[src/rtl/ifid_buf.sv]
// Two-entry IF/ID skid buffer; decoded fields are slices of the registered head.
// Ports: clk, reset, in_* (fetch side), flush, out_* (decode side). Macro: IFID_FLUSH_EN.
module ifid_buf #(
  parameter logic [31:0] NOP_WORD = 32'h00000000
) (
  input  logic        clk,
  input  logic        reset,
  input  logic        in_valid,
  output logic        in_ready,
  input  logic [31:0] in_instr,
  input  logic [31:0] in_pc4,
  input  logic        flush,
  output logic        out_valid,
  input  logic        out_ready,
  output logic [31:0] out_pc4,
  output logic [5:0]  out_op,
  output logic [4:0]  out_rs,
  output logic [4:0]  out_rt,
  output logic [4:0]  out_rd,
  output logic [4:0]  out_shamt,
  output logic [5:0]  out_funct,
  output logic [15:0] out_imm16,
  output logic [25:0] out_jaddr
);

  typedef enum logic [1:0] {
    EMPTY = 2'd0,
    ONE   = 2'd1,
    FULL  = 2'd2
  } state_t;

  typedef struct packed {
    logic [31:0] instr;
    logic [31:0] pc4;
  } ent_t;

  localparam ent_t NOP_ENT = '{instr: NOP_WORD, pc4: 32'h0};

  state_t state;
  ent_t   head;
  ent_t   tail;
  ent_t   new_ent;
  logic   push;
  logic   pop;
  logic   kill;

  assign in_ready  = (state != FULL);
  assign out_valid = (state != EMPTY);
  assign push      = in_valid && in_ready;
  assign pop       = out_valid && out_ready;
  assign new_ent   = '{instr: in_instr, pc4: in_pc4};

`ifdef IFID_FLUSH_EN
  assign kill = flush;
`else
  logic unused_flush;
  assign kill         = 1'b0;
  assign unused_flush = flush;
`endif

  // Head always holds NOP_ENT while empty, so outputs need no muxing.
  always_ff @(posedge clk or posedge reset) begin
    if (reset) begin
      state <= EMPTY;
      head  <= NOP_ENT;
      tail  <= NOP_ENT;
    end else if (kill) begin
      state <= EMPTY;
      head  <= NOP_ENT;
    end else begin
      unique case (state)
        EMPTY: begin
          if (push) begin
            head  <= new_ent;
            state <= ONE;
          end
        end
        ONE: begin
          case ({push, pop})
            2'b11: head <= new_ent;
            2'b10: begin
              tail  <= new_ent;
              state <= FULL;
            end
            2'b01: begin
              head  <= NOP_ENT;
              state <= EMPTY;
            end
            default: ;
          endcase
        end
        FULL: begin
          if (pop) begin
            head  <= tail;
            state <= ONE;
          end
        end
        default: begin
          state <= EMPTY;
          head  <= NOP_ENT;
        end
      endcase
    end
  end

  assign out_pc4   = head.pc4;
  assign out_op    = head.instr[31:26];
  assign out_rs    = head.instr[25:21];
  assign out_rt    = head.instr[20:16];
  assign out_rd    = head.instr[15:11];
  assign out_shamt = head.instr[10:6];
  assign out_funct = head.instr[5:0];
  assign out_imm16 = head.instr[15:0];
  assign out_jaddr = head.instr[25:0];

endmodule

[config.mk]
export PLATFORM = sky130hd
export DESIGN_NAME = ifid_buf
export DESIGN_NICKNAME = d
export VERILOG_FILES = /design/src/rtl/ifid_buf.sv
export SDC_FILE = /design/constraint.sdc
export NUM_CORES = 1
export LEC_CHECK = 0
export ABC_AREA = 0
export BUFFER_PORTS_ARGS = -buffer_cell sky130_fd_sc_hd__buf_2
export CORE_ASPECT_RATIO = 1.25
export CORE_MARGIN = 5
export CORE_UTILIZATION = 50
export CTS_CLUSTER_DIAMETER = 50
export CTS_CLUSTER_SIZE = 12
export DETAILED_ROUTE_END_ITERATION = 7
export GPL_ROUTABILITY_DRIVEN = 0
export PLACE_DENSITY = 0.78
export REMOVE_ABC_BUFFERS = 1
export SLEW_MARGIN = 40
export SYNTH_ARGS = -nofsm -noshare
export SYNTH_HDL_FRONTEND = slang
export SYNTH_SLANG_ARGS = --single-unit
[constraint.sdc]
create_clock -name clk -period 10.8 [get_ports clk]
set_input_delay 0.54 -clock clk [delete_from_list [all_inputs] [get_ports clk]]
set_output_delay 0.54 -clock clk [all_outputs]
set_load 0.02 [all_outputs]
; Word-level counts from Yosys, hierarchy flattened
; Index checks and enable logic that the tools add are counted.
[op_classes]
eq_ne = 10
muxes = 8
n_reduce_logical = 7
[ops]
columns = cell, count
row1 = $pmux 64 s3, 1
row2 = $mux 64, 2
row3 = $pmux 64 s2, 1
row4 = $eq 2x2->1 const B, 3
row5 = $ne 2x2->1 const B, 3
row6 = $pmux 2 s3, 1
row7 = $reduce_and 3->1, 2
row8 = $eq 2x1->1 const B, 2
row9 = $mux 2, 2
row10 = $pmux 2 s2, 1
row11 = $ne 3x1->1 const B, 1
row12 = $ne 3x2->1 const B, 1
row13 = $logic_and 1x1->1, 2
row14 = $logic_not 2->1, 1
row15 = $reduce_and 2->1, 1
row16 = $reduce_bool 2->1, 1
[totals]
reg_bits = 130
inputBits = 69

; Depth between registers and ports, before layout
; Gate-level depths: netlist of run 1.
[logic_depth]
ltp_word = 5
mapped_depth = 5

; Worst setup path before layout of run 1
; Ideal clock, no wire load.
[synth_path]
kind = input -> register
startpoint = input out_ready
endpoint = register tail[38] (netlist name)
arrival_ns = 1.513
required_time_ns = 10.675
path_slack_ns = 9.162
cell_stages = 4
path_buffers = 1
cell_sequence = nand2b_2 nor2_4 buf_4 mux2_2
[synth_between]
elab_chain_cells = 3
[synth_rtl]
columns = item, line_no
row1 = from (decl), 14  ; input logic out_ready,
row2 = $logic_and 1x1->1, 50  ; assign pop = out_valid && out_ready;
row3 = $eq 2x2->1, 79  ; case ({push, pop})
row4 = $reduce_and 2->1 (no line), -
row5 = to (signal assigned), 82  ; tail <= new_ent;
row6 = to (decl), 41  ; ent_t tail;
; Every way passes these cells.
; A chain may end at the register's enable or synchronous reset.

; Worst setup path in the final report of run 1
[layout_path]
startpoint = register state[1]
endpoint = register head (netlist bit out_pc4[28])
[layout_between]
elab_chain_cells = 5
elab_cells_between_ends = 15
[layout_rtl]
columns = item, line_no
row1 = from (decl), 39  ; state_t state;
row2 = from (signal assigned), 64  ; state <= EMPTY;
row3 = from (signal assigned), 68  ; state <= EMPTY;
row4 = from (signal assigned), 75  ; state <= ONE;
row5 = $ne 2x2->1 or $reduce_bool 2->1 (tied branches), "47, 48"
row6 = $logic_and 1x1->1 (on tied branches), "49, 50"
row7 = $eq 2x1->1 or $eq 2x2->1 (tied branches), 79
row8 = $pmux 64 s2 or $ne 3x1->1 (tied branches), -
row9 = $pmux 64 s3 or $reduce_and 3->1 (tied branches), -
row10 = to (signal assigned), 74  ; head <= new_ent;
row11 = to (signal assigned), 80  ; 2'b11: head <= new_ent;
row12 = to (signal assigned), 94  ; head <= tail;
row13 = to (decl), 40  ; ent_t head;
; Parallel ways exist; a longest one is shown, timed or not.

==> results of run 1 <==
## stage by stage
stage	worst slack [ns]	hold WS (ns)	utilization
floorplan	6.791	0.4490	-
global placement	8.543	0.4592	0.5615
detailed placement	8.506	0.4665	0.5621
CTS	8.720	0.2079	0.6168
global route	8.582	0.2368	0.6197
finish	8.741	0.1894	0.6197
## cell usage in the layout, fill, tap and decap left out
master	n
clkinv_4	4
buf_6	2
o22ai_1	2
clkbuf_1	1
nand2b_2	1
o32ai_4	1
inv_4	1
mux2_2	55
nand2b_1	1
buf_16	1
buf_2	175
and2_0	42
o21a_1	1
mux2_1	9
inv_6	4
clkbuf_16	17
or2_2	1
nand2_1	1
clkinv_2	2
and3b_4	1
or2b_1	1
dfrtp_1	130
and2_1	23
bufinv_16	3
and2_2	1
nor2_1	1
nor2b_2	1
a221o_1	64
buf_4	2
nor2_4	1
clkinvlp_4	1
## worst register-to-register path, cell delays in order, from the launching register on
cell and delay [ns]:
dfrtp_1 0.48, nor2b_2 0.24, and2_2 0.50, buf_4 0.51, a221o_1 0.27
## kinds of logic after synthesis
| logic type | Yosys count |
|---|---|
| buffers and inverters | 69 |
| muxes | 64 |
| DFF | 130 |
| and+or+nand+nor | 75 |
| AOI/OAI and AO/OA | 68 |
## report_power, final
part           total, mW  internal, mW  switching [mW]
clock              0.587         0.366           0.221
combinational      0.473         0.208           0.265
sequential         0.730         0.646          0.0836
total               1.79          1.22           0.570
## layer usage
metal | vias to the layer above | wire length [µm]
met1 | 1875 | 4850
met3 | 16 | 867
met5 | - | 0
met4 | 0 | 204
li1 | 1716 | -
met2 | 134 | 5930
## area by class of cell
| cell class | count | share of cell area |
|---|---|---|
| clock buffer | 18 | 0.06249 |
| clock inverter | 14 | 0.02587 |
| inverter | 1 | 0.0009109 |
| multi-input combinational | 207 | 0.2755 |
| sequential | 130 | 0.4737 |
| tap | 135 | 0.02459 |
| timing repair buffer | 180 | 0.1370 |
## flip-flops by register name, indices dropped and copies added, names as in the netlist
name / flops
state: 2
tail: 64
out_jaddr: 10
out_pc4: 32
out_funct: 6
out_imm16: 10
out_op: 6
## path summary, 6_finish.rpt
path                         startpoint            end  slack, ns  cells past startpoint
max                            state[1]    out_pc4[28]       8.74                      4
min                               reset  out_jaddr[17]       0.19                      2
max reg2reg                    state[1]    out_pc4[28]       8.74                      4
min reg2reg                    tail[63]       tail[63]       0.48                      1
max in group asynchronous         reset    out_pc4[13]       9.61                      4
min in group clk           in_instr[12]       tail[44]       0.36                      2
==> reports/qor.yml, run 1 <==
synthesis:
  syn_area_um2: 5634
  avgSynthCellArea_um2: 13.88
  yosysWarnings: 0
  yosys.area.top_type_share: 0.5774
  synth-simple-area-share: 0.08483
  synth_fa_ha_area_frac: 0
  synth_top_family_by_area: "multiplexers"
  ys_ff_latch: 130
  synth-main-ff-cell: "dfrtp_1"
  synthMostInstantiatedCell: "dfrtp_1"
  synth_compound_area_frac: 0.1221
  muxShareOfSynthArea: 0.1279
  synthXorXnorAreaFrac: 0
  synth_async_sr_flop_share: 1.000
  synth_area_leaders: "dfrtp_1 (58%), a221o_1 (11%), mux2_2 (11%), buf_4 (6.4%), and2_0 (4.7%)"
  synth.largest_area_cell: "dfrtp_1"
  synthCells: 406
  synth_enable_flop_cells: 0
  yosysSeqAreaShare: 0.5774
  ys_types: 23
  synthTopCellsByCount: "dfrtp_1 (130), a221o_1 (64), mux2_2 (55)"
critical_path:
  critPathMaxStageDelay_ns: 0.50
  start_kind: "flip-flop"
  critPathArrivalTime_ns: 2.40
  crit_slowest_cell: "and2_2"
  end_kind: "flip-flop"
  required_ns: 11.14
  cp_num_buf_inv: 1
  crit_fanout: 40
  path_cells: "nor2b_2 > and2_2 > buf_4 > a221o_1"
  path_class: "reg2reg"
  cp_top_family: "simple AND/OR/NAND/NOR gates"
floorplan:
  die_w_um: 104.9
  io_pins: 177
  die_area_um2: 13500
  fp-row-count: 43
  die_h_um: 128.7
  start_util: 0.5084
  core-area_um2: 11080
detailed_routing:
  drc_errors: 0
  routed_via_density: 5.461
  ant_nets: 0
  first_pass_iters: 4
  drt_iter0_markers: 170
  routedWlPerCell_um: 17.30
  vias: 3741
  wirelength_um: 11850
worst_hold_path:
  hp-class: "in2async"
cts:
  cts_sinks: 130
  hold_buffers: 0
  clock_latency_ns: 0.41
  cts_resized: 0
  clk_path_buf_depth: 2
  post-cts-setup-buffers: 0
  clkTransAtPathRegs_ns: 0.06
  cts_buffers: 17
  cts_root_buffer: "clkbuf_16"
  cts_htree_levels: 4
  cts_tree: "yes"
cells_and_area:
  diodes: 0
  multi_input_comb_area_um2: 1892
  final_layout_size_suffix_gt1_frac: 0.4982
  fill_cells: 850
  seq_area_um2: 3253
  layout.nets: 606
  finalNonFillerCells: 685
  area_growth_pct: 21.90
  fin_area_um2: 6868
timing:
  worst_pin_slew_ns: 0.7367
  rsz0062_at_grt: "false"
  fin_crit_ns: 2.059
  finalMaxSlewViolations: 0
  fin_setup_tns_ns: 0
  finalSetupViolCount: 0
  finalClockSkew_ns: 0.007586
  hold_viol_final: 0
  max_freq_mhz: 485.6
  relSlewSlack: 0.5089
  post-route-period-util: 0.1907
placement:
  dp.cells: 652
  hpwlAfterDp_um: 7637
  port_buffers: 175
  place_area_um2: 6230
global_routing:
  grt_max_degree: 85
  grt_pass1_vias: 3978
  grtUsageMet3: 0.06272
  grt_pass1_wl_um: 19630
  grt_usage: 0.1789
  use_met2: 0.2906
  antenna_found_initial: 0
  grt.overflow.total: 0
  met1_usage: 0.2206
  busiest_layer: "met2"
power:
  power_mw: 1.791
  powerDensity_nw_per_um2: 260.7
  ir_drop_uv: 127.2
  p_leak_nw: 3.351
status:
  outcome: "finished, final reports clean"
flow_run:
  cap_violations: 0
No activity file was read; power rests on OpenSTA's default activity.
==> run 2, diff against run 1 <==
Clock period 10.8 ns to 2 ns, I/O delays scaled along.
==> reports/qor.yml, run 2 (synthesis gave the netlist of run 1 again) <==
status:
  outcome: "finished, final reports clean"  # unchanged
floorplan:
  die_h_um: 128.7  # unchanged
  core-area_um2: 11080  # unchanged
  die_area_um2: 13500  # unchanged
  io_pins: 177  # unchanged
  start_util: 0.5084  # unchanged
  fp-row-count: 43  # unchanged
  die_w_um: 104.9  # unchanged
detailed_routing:
  routedWlPerCell_um: 17.54  # was 17.30 µm
  first_pass_iters: 4  # unchanged
  drt_iter0_markers: 169  # was 170
  wirelength_um: 13240  # was 11850 µm
  vias: 4113  # was 3741
  ant_nets: 0  # unchanged
  drc_errors: 0  # unchanged
  routed_via_density: 5.448  # was 5.461
critical_path:
  path_class: "reg2reg"  # unchanged
  crit_fanout: 64  # was 40
  rrSetupSlack_ns: 0.34  # was 8.74 ns
  start_kind: "flip-flop"  # unchanged
  critPathArrivalTime_ns: 2.00  # was 2.40 ns
  required_ns: 2.34  # was 11.14 ns
  end_kind: "flip-flop"  # unchanged
power:
  power_frac_clock: 0.309  # was 0.328
  power_switching_mw: 3.053  # was 569.7 µW
  p_comb_frac: 0.282  # was 0.264
  powerDensity_nw_per_um2: 1283  # was 260.7 nW/µm²
  cell_internal_pwr_mw: 6.666  # was 1.221 mW
  p_sw_frac: 0.3141  # was 0.3181
  ir_drop_uv: 695.9  # was 127.2 µV
  sequentialPowerShare: 0.408  # was 0.407
  p_leak_nw: 3.646  # was 3.351 nW
timing:
  hold_ws_ns: 0.05567  # was 0.1894 ns
  finalClockSkew_ns: 0.01044  # was 0.007586 ns
  max_freq_mhz: 602.4  # was 485.6 MHz
  post-route-period-util: 0.8301  # was 0.1907
  relSlewSlack: 0.5526  # was 0.5089
  fin_crit_ns: 1.660  # was 2.059 ns
  finalSetupViolCount: 0  # unchanged
  hold_viol_final: 0  # unchanged
  rsz0062_at_grt: "false"  # unchanged
  worst_pin_slew_ns: 0.6712  # was 0.7367 ns
  finalMaxSlewViolations: 0  # unchanged
cells_and_area:
  regMostFlops: "tail"  # unchanged
  area_growth_pct: 34.44  # was 21.90%
  final_layout_size_suffix_gt1_frac: 0.4475  # was 0.4982
  layout.nets: 677  # was 606
  layout_common_cells: "buf_2 (175), dfrtp_1 (130), dlygate4sd3_1 (66)"  # was buf_2 (175), dfrtp_1 (130), a221o_1 (64)
  layout_commonest_cell: "buf_2"  # unchanged
  largest_reg_flops: 64  # unchanged
  fin_area_um2: 7575  # was 6868 µm²
  finalNonFillerCells: 755  # was 685
cts:
  cts_buffers: 17  # unchanged
  cts_root_buffer: "clkbuf_16"  # unchanged
  clkTransAtPathRegs_ns: 0.05  # was 0.06 ns
  post-cts-setup-buffers: 0  # unchanged
  cts_resized: 0  # unchanged
  cts_sinks: 130  # unchanged
  cts_tree: "yes"  # unchanged
  cts_htree_levels: 4  # unchanged
  clk_path_buf_depth: 2  # unchanged
  clock_latency_ns: 0.40  # was 0.41 ns
placement:
  port_buffers: 175  # unchanged
  hpwlAfterDp_um: 8336  # was 7637 µm
  place_area_um2: 6334  # was 6230 µm²
  dp.cells: 658  # was 652
global_routing:
  grt_usage: 0.1978  # was 0.1789
  grt_pass1_wl_um: 21690  # was 19630 µm
  grt_pass1_vias: 4351  # was 3978
  grt_max_degree: 65  # was 85
  grt.overflow.total: 0  # unchanged
  antenna_found_initial: 0  # unchanged
flow_run:
  cap_violations: 0  # unchanged
worst_hold_path:
  hp-class: "in2reg"  # was in2async
==> run 2: worst max-delay path: stages, from the launching register on <==
cell and delay [ns]:
dfrtp_1 0.46, and3b_4 0.78, and2_1 0.23, a221o_1 0.12
==> run 2: power by group through the flow <==
stage               Combinational [mW]  Sequential [mW]  Clock (mW)
finish                            2.75             3.97        3.00
global placement                  2.59             3.92           0
global route                      2.94             4.08        3.17
detailed placement                2.67             3.99           0
CTS                               2.78             3.96        3.06
floorplan                         1.06             4.54           0
==> run 2: what timing repair did <==
| item | 4_1_cts | 5_1_grt |
|---|---|---|
| hold endpoints to repair | 168 | 0 |
| setup endpoints to repair | 0 | 0 |
| hold buffers | 66 | 0 |
==> run 2: worst paths after layout <==
path	startpoint	cells after the start	end
min reg2reg	tail[53]	1	tail[53]
max	state[0]	3	out_jaddr[18]
min in group asynchronous	reset	3	tail[62]
min	in_valid	3	state[0]
max in group asynchronous	reset	4	tail[23]
max reg2reg	state[0]	3	out_jaddr[18]
==> run 2: routing by layer <==
metal  share of wire  wire length (µm)  global-route usage
met1            0.39              5181              0.2331
met2            0.53              6956              0.3428
met3           0.057               754             0.05670
met4           0.026               349             0.07600
met5               0                 0                   0
==> run 2: layout make-up <==
cell class,instances,area (µm²)
fill,739,3508
clock buffer,21,470.5
inverter,1,6.256
tap,135,168.9
antenna,1,2.502
timing repair buffer,251,1674
multi-input combinational,207,1892
clock inverter,9,107.6
sequential,130,3253
==> run 2: metrics by stage <==
step / power (mW) / TNS (ns) / util / setup WS, ns
2_1_floorplan: 5.600 / -227.39 / - / -1.569
3_3_place_gp: 6.508 / 0 / 0.5712 / 0.2006
4_1_cts: 9.800 / 0 / 0.6832 / 0.3205
5_1_grt: 10.20 / 0 / 0.6832 / 0.2191
3_5_place_dp: 6.657 / 0 / 0.5715 / 0.3400
6_report: 9.719 / 0 / 0.6835 / 0.3399
